## config.mk

```make
export PLATFORM = sky130hd
export DESIGN_NAME = ofdm_rx_frame_ctrl
export DESIGN_NICKNAME = d
export VERILOG_FILES = /design/src/rtl/ofdm_rx_frame_ctrl.sv
export SDC_FILE = /design/constraint.sdc
export NUM_CORES = 1
export LEC_CHECK = 0
export ABC_AREA = 1
export BUFFER_PORTS_ARGS = -buffer_cell sky130_fd_sc_hd__buf_2
export CORE_MARGIN = 1
export CORE_UTILIZATION = 48
export DETAILED_ROUTE_END_ITERATION = 8
export MAX_ROUTING_LAYER = met4
export PLACE_DENSITY = 0.71
export REMOVE_ABC_BUFFERS = 1
export SYNTH_ARGS = -nofsm -noshare
export SYNTH_HDL_FRONTEND = slang
export SYNTH_SLANG_ARGS = --single-unit
```

## constraint.sdc

```tcl
create_clock -name i_clk -period 3.2 [get_ports i_clk]
set_input_delay 0.64 -clock i_clk [delete_from_list [all_inputs] [get_ports i_clk]]
set_output_delay 0.64 -clock i_clk [all_outputs]
set_load 0.005 [all_outputs]
```

## src/rtl/ofdm_rx_frame_ctrl.sv

```systemverilog
// Receive-side OFDM frame timing controller for the CP-removal path.
// After an accepted frame start it counts valid samples per symbol (CP + body)
// and symbols per frame, forwarding the sample stream with one register of
// delay and emitting per-sample markers aligned to that delayed stream.
//
// Ports:
//   i_clk, i_reset                 clock, synchronous active-low reset
//   i_valid, in_data_i, in_data_q  input sample stream
//   i_frame_start, i_abort         frame start marker / drop current frame
//   out_valid, out_data_i/q        input stream delayed by one cycle
//   o_frame_sync, o_cp_phase       symbol start / cyclic-prefix markers
//   o_symbol_idx, o_sample_idx     position of the output sample in the frame
//   o_frame_active                 output sample belongs to a frame
//   o_frame_done, o_start_err      last frame sample / refused start pulses
module ofdm_rx_frame_ctrl #(
  parameter int unsigned DATA_SIZE         = 16,
  parameter int unsigned SYMBOLS_SIZE      = 256,
  parameter int unsigned CP_LENGHT         = 8,
  parameter int unsigned SYMBOLS_PER_FRAME = 14,
  parameter int unsigned START_DELAY       = 0,
  parameter int unsigned GAP_LENGHT        = 16
) (
  input  logic                                      i_clk,
  input  logic                                      i_reset,
  input  logic                                      i_valid,
  input  logic [DATA_SIZE-1:0]                      in_data_i,
  input  logic [DATA_SIZE-1:0]                      in_data_q,
  input  logic                                      i_frame_start,
  input  logic                                      i_abort,
  output logic                                      out_valid,
  output logic [DATA_SIZE-1:0]                      out_data_i,
  output logic [DATA_SIZE-1:0]                      out_data_q,
  output logic                                      o_frame_sync,
  output logic                                      o_cp_phase,
  output logic [7:0]                                o_symbol_idx,
  output logic [$clog2(SYMBOLS_SIZE+CP_LENGHT)-1:0] o_sample_idx,
  output logic                                      o_frame_active,
  output logic                                      o_frame_done,
  output logic                                      o_start_err
);

  localparam int unsigned SYM_LEN = SYMBOLS_SIZE + CP_LENGHT;
  localparam int unsigned SIDX_W  = $clog2(SYMBOLS_SIZE + CP_LENGHT);
  localparam int unsigned DCNT_W  = (START_DELAY > 0) ? $clog2(START_DELAY + 1) : 1;
  localparam int unsigned GCNT_W  = (GAP_LENGHT > 0) ? $clog2(GAP_LENGHT + 1) : 1;
  // One extra bit so CP_LENGHT == SYM_LEN still compares correctly.
  localparam logic [SIDX_W:0]       CP_L     = (SIDX_W + 1)'(CP_LENGHT);
  localparam logic [SIDX_W-1:0]     SIDX_MAX = SIDX_W'(SYM_LEN - 1);
  localparam logic [7:0]            SYM_MAX  = 8'(SYMBOLS_PER_FRAME - 1);

  typedef enum logic [1:0] {S_IDLE, S_DELAY, S_RUN, S_GAP} state_t;

  state_t              state, state_nxt;
  logic [SIDX_W-1:0]   sidx, sidx_nxt;
  logic [7:0]          sym, sym_nxt;
  logic [DCNT_W-1:0]   dcnt, dcnt_nxt;
  logic [GCNT_W-1:0]   gcnt, gcnt_nxt;

  // Classification of the sample presented this cycle.
  logic                in_frame_c;
  logic [SIDX_W-1:0]   cur_sidx_c;
  logic [7:0]          cur_sym_c;
  logic                last_c;
  logic                start_err_c;

  // Next-state and per-sample classification.
  always_comb begin
    state_nxt   = state;
    sidx_nxt    = sidx;
    sym_nxt     = sym;
    dcnt_nxt    = dcnt;
    gcnt_nxt    = gcnt;
    in_frame_c  = 1'b0;
    cur_sidx_c  = sidx;
    cur_sym_c   = sym;
    last_c      = 1'b0;
    start_err_c = 1'b0;

    if (i_abort) begin
      state_nxt = S_IDLE;
      sidx_nxt  = '0;
      sym_nxt   = '0;
      dcnt_nxt  = '0;
      gcnt_nxt  = '0;
    end else if (i_valid) begin
      case (state)
        S_IDLE: begin
          if (i_frame_start) begin
            if (START_DELAY > 0) begin
              state_nxt = S_DELAY;
              dcnt_nxt  = DCNT_W'(1);
            end else begin
              in_frame_c = 1'b1;
              cur_sidx_c = '0;
              cur_sym_c  = '0;
            end
          end
        end
        S_DELAY: begin
          start_err_c = i_frame_start;
          // Start sample already counted; sample after the last skipped one is sample 0.
          if (dcnt >= DCNT_W'(START_DELAY)) begin
            in_frame_c = 1'b1;
            cur_sidx_c = '0;
            cur_sym_c  = '0;
          end else begin
            dcnt_nxt = dcnt + DCNT_W'(1);
          end
        end
        S_RUN: begin
          start_err_c = i_frame_start;
          in_frame_c  = 1'b1;
        end
        S_GAP: begin
          start_err_c = i_frame_start;
          if (gcnt == GCNT_W'(GAP_LENGHT - 1)) begin
            state_nxt = S_IDLE;
            gcnt_nxt  = '0;
          end else begin
            gcnt_nxt = gcnt + GCNT_W'(1);
          end
        end
        default: state_nxt = S_IDLE;
      endcase

      // Advance the symbol/sample counters for a frame sample.
      if (in_frame_c) begin
        last_c = (cur_sidx_c == SIDX_MAX) && (cur_sym_c == SYM_MAX);
        if (last_c) begin
          state_nxt = (GAP_LENGHT > 0) ? S_GAP : S_IDLE;
          sidx_nxt  = '0;
          sym_nxt   = '0;
          dcnt_nxt  = '0;
          gcnt_nxt  = '0;
        end else if (cur_sidx_c == SIDX_MAX) begin
          state_nxt = S_RUN;
          sidx_nxt  = '0;
          sym_nxt   = cur_sym_c + 8'd1;
        end else begin
          state_nxt = S_RUN;
          sidx_nxt  = cur_sidx_c + SIDX_W'(1);
          sym_nxt   = cur_sym_c;
        end
      end
    end
  end

  // State, counters and the registered output stage.
  always_ff @(posedge i_clk) begin
    if (!i_reset) begin
      state          <= S_IDLE;
      sidx           <= '0;
      sym            <= '0;
      dcnt           <= '0;
      gcnt           <= '0;
      out_valid      <= 1'b0;
      out_data_i     <= '0;
      out_data_q     <= '0;
      o_frame_sync   <= 1'b0;
      o_cp_phase     <= 1'b0;
      o_symbol_idx   <= '0;
      o_sample_idx   <= '0;
      o_frame_active <= 1'b0;
      o_frame_done   <= 1'b0;
      o_start_err    <= 1'b0;
    end else begin
      state        <= state_nxt;
      sidx         <= sidx_nxt;
      sym          <= sym_nxt;
      dcnt         <= dcnt_nxt;
      gcnt         <= gcnt_nxt;
      out_valid    <= i_valid;
      o_frame_sync <= in_frame_c && (cur_sidx_c == '0);
      o_cp_phase   <= in_frame_c && ({1'b0, cur_sidx_c} < CP_L);
      o_frame_done <= last_c;
      o_start_err  <= start_err_c;
      if (i_valid) begin
        out_data_i <= in_data_i;
        out_data_q <= in_data_q;
      end
      // Indices and frame_active hold across invalid cycles unless aborted.
      if (i_abort) begin
        o_frame_active <= 1'b0;
        o_symbol_idx   <= '0;
        o_sample_idx   <= '0;
      end else if (i_valid) begin
        o_frame_active <= in_frame_c;
        o_symbol_idx   <= in_frame_c ? cur_sym_c : 8'd0;
        o_sample_idx   <= in_frame_c ? cur_sidx_c : '0;
      end
    end
  end

endmodule

```

==> results.yml <==
cts:
  clock_insertion_delay_worst_skew_ns: 0.35
  ctsLongestPathBuffers: 2
  clk_pin_slew_ns: 0.08
  root_buffer: "sky130_fd_sc_hd__clkbuf_8"
  cts.repair.resized: 0
  cts_num_sinks: 79
  post_cts_hold_buffer_count: 0
  tritoncts.num_buffers: 9
  cts_setup_buffers: 0
  tritoncts: "built"
  ctsHtreeMaxLevel: 3
detailed_routing:
  dr_drc_count: 0
  num_vias: 3397
  drt-pass1-iter-count: 5
  wire_per_inst_um: 12.62
  vias_per_cell: 4.996
  drt-initial-drc-count: 155
  antenna_violating_nets_post_route: 0
  drt_wl_total_um: 8580
yosys:
  synth_seq_cells: 79
  post_synthesis_instance_total: 491
  yosysWarnings: 0
  ys_types: 37
  synthesis.area_um2: 3611
  synth_enable_flop_cells: 0
  synthFlopType: "sky130_fd_sc_hd__dfxtp_1"
  async_reset_ff_share_pct: 0
  avgSynthCellArea_um2: 7.354
  synth_sequential_area_ratio_pct: 43.80
die:
  chipWidth_um: 88.74
  die-area_um2: 7874
  initial_utilization_pct: 49.78
  core.rowCount: 31
  placeableCoreArea_um2: 7253
  floorplan.die.height_um: 88.74
  ios: 92
cells_and_area:
  antennaDiodeCount: 0
  mostFrequentLayoutCell: "sky130_fd_sc_hd__nor2_1"
  nFillCells: 658
  flow.area_growth_from_synthesis_pct: 19.96
  number_of_nets_in_the_finished_design: 621
  post-route-util_pct: 59.72
  post_route_cells_drive_above_1_share_pct: 24.44
  mostFrequentLayoutCells: "103 x sky130_fd_sc_hd__nor2_1, 91 x sky130_fd_sc_hd__buf_2, 81 x sky130_fd_sc_hd__nand2_1, 79 x sky130_fd_sc_hd__dfxtp_1, 39 x sky130_fd_sc_hd__o21ai_0"
  fin_cells: 680
sta:
  clock_skew_ns: 0.01253
  maxSlewHeadroom_pct: 56.44
  fmaxAchievable_mhz: 405.6
  hold_viol_final: 0
  setup_tns_ns: 0
  rsz0062_at_grt: "false"
  tightestPinTransition_ns: 0.6525
  period_needed_ns: 2.466
  min_period_over_period_pct: 77.05
  drv_slew: 0
  worst_hold_slack_ns: 0.4674
  finalSetupViolations: 0
place:
  numPlacedInstances: 664
  detailedPlacementHpwl_um: 6013
  portBuffers: 91
  gp_congestion: 0.9321
min_path:
  hold_path.class: "register to register"
  timing.hold.worst_path_depth: 2
global_routing:
  grtUsageMet1_pct: 27.93
  gr-usage-all-layers_pct: 22.56
  grt_pass1_vias: 2848
  globalRouteOverflowTotal: 0
  grt_antenna_before_repair: 0
  grt_first_pass_wirelength_um: 13300
  global_route.peak_usage_layer: "met2"
  maximum_number_of_pins_on_one_net_before_global_route_repair: 54
  globalRouteMet3Util_pct: 4.198
  gr-usage-met2_pct: 36.92
run:
  maxCapViolCount: 0
power_and_ir_drop:
  design_power_total_mw: 1.958
  worst_ir_drop_on_vdd_uv: 259.7
  p_leak_nw: 1.981
  power.density_nw_per_um2: 451.9
worst_setup_path:
  worst-endpoint-arrival_ns: 2.67
  crit_path_end_kind: "register"
  worst-r2r-cell-count: 15
  critical_path_required_ns: 3.40
  critPathMaxFanout: 13
  critical_path_source_type: "register"
  r2r_slack_ns: 0.73
  worstSetupPathType: "register to register"
outcome:
  outcome: "complete, no violations"
==> sequential cells by signal (all words and copies together), names as in the netlist <==
register        cells
out_data_i         16
out_data_q         16
o_sample_idx        9
sidx                9
o_symbol_idx        8
sym                 8
gcnt                5
state               2
o_cp_phase          1
o_frame_active      1
o_frame_done        1
o_frame_sync        1
o_start_err         1
out_valid           1
==> report_power, final <==
part / switching (mW) / total [mW] / internal (mW)
Combinational: 0.111 / 0.177 / 0.0658
Clock: 0.386 / 0.752 / 0.367
Sequential: 0.0146 / 1.03 / 1.01
==> logic make-up (layout without fill, tap and decap cells) <==
family	count (synthesis)	after routing	synth area share [%]
simple gates	253	253	32.09
compound gates	88	88	13.96
flops	79	79	43.80
buf+inv	60	150	6.653
fa+ha+maj	8	8	2.772
xor+xnor	3	3	0.7278
==> synthesized netlist by cell type, types with 2 or more instances <==
master | n | area share [%]
sky130_fd_sc_hd__clkbuf_1 | 15 | 1.6
sky130_fd_sc_hd__o2111ai_1 | 2 | 0.49
sky130_fd_sc_hd__o21ai_0 | 39 | 5.4
sky130_fd_sc_hd__xnor2_1 | 2 | 0.49
sky130_fd_sc_hd__a32oi_1 | 2 | 0.49
sky130_fd_sc_hd__a21oi_1 | 24 | 3.3
sky130_fd_sc_hd__nand2_4 | 5 | 1.6
sky130_fd_sc_hd__nand2_2 | 7 | 1.2
sky130_fd_sc_hd__nand3_2 | 2 | 0.55
sky130_fd_sc_hd__o21ai_1 | 2 | 0.28
sky130_fd_sc_hd__a22oi_1 | 14 | 2.9
sky130_fd_sc_hd__nor2_4 | 6 | 1.9
sky130_fd_sc_hd__nand4_1 | 6 | 1.0
sky130_fd_sc_hd__nor2_2 | 3 | 0.52
sky130_fd_sc_hd__inv_2 | 4 | 0.42
sky130_fd_sc_hd__buf_2 | 4 | 0.55
sky130_fd_sc_hd__nor2_1 | 103 | 11
sky130_fd_sc_hd__ha_1 | 8 | 2.8
sky130_fd_sc_hd__nand3b_1 | 2 | 0.42
sky130_fd_sc_hd__inv_1 | 33 | 3.4
sky130_fd_sc_hd__nand3_1 | 33 | 4.6
sky130_fd_sc_hd__nor4_1 | 2 | 0.35
sky130_fd_sc_hd__nand2_1 | 81 | 8.4
sky130_fd_sc_hd__dfxtp_1 | 79 | 44
==> per-layer routing <==
layer / up-vias / routed length [µm]
met3: 6 / 480
met2: 102 / 3867
met4: 0 / 72
met1: 1520 / 4160
li1: 1769 / -
met5: - / 0
==> cell type report <==
cell class / count / area [µm²] / share of cell area, %
clock buffers: 9 / 123.9 / 2.860
clock inverters: 7 / 78.83 / 1.820
flip-flops and latches: 79 / 1582 / 36.51
inverters: 39 / 148.9 / 3.437
well taps: 99 / 123.9 / 2.860
repair buffers: 95 / 485.5 / 11.21
multi-input cells: 352 / 1789 / 41.31
==> final timing paths <==
check	start	endpoint
setup reg to reg	state[0]	sym[7]
hold / removal	o_sample_idx[3]	o_sample_idx[3]
hold reg to reg	o_sample_idx[3]	o_sample_idx[3]
setup / recovery	state[0]	sym[7]
==> stage by stage <==
stage               worst slack (ns)  area [µm²]
floorplan                      1.034        3520
global placement              0.7514        4129
detailed placement            0.6931        4129
CTS                           0.7440        4332
global route                  0.5069        4332
finish                        0.7344        4332
==> worst max-delay path: stages (launching register included) <==
cell,delay (ns)
sky130_fd_sc_hd__dfxtp_1,0.39
sky130_fd_sc_hd__inv_1,0.09
sky130_fd_sc_hd__ha_1,0.28
sky130_fd_sc_hd__inv_2,0.09
sky130_fd_sc_hd__nand2_4,0.06
sky130_fd_sc_hd__nand2_4,0.18
sky130_fd_sc_hd__inv_4,0.08
sky130_fd_sc_hd__nor2_1,0.10
sky130_fd_sc_hd__ha_1,0.18
sky130_fd_sc_hd__nand3_2,0.14
sky130_fd_sc_hd__nor2_1,0.21
sky130_fd_sc_hd__nand2_4,0.14
sky130_fd_sc_hd__nor2_1,0.15
sky130_fd_sc_hd__nand3_1,0.08
sky130_fd_sc_hd__nand3_1,0.09
sky130_fd_sc_hd__a21oi_1,0.06
(Power assumes the default switching activity.)
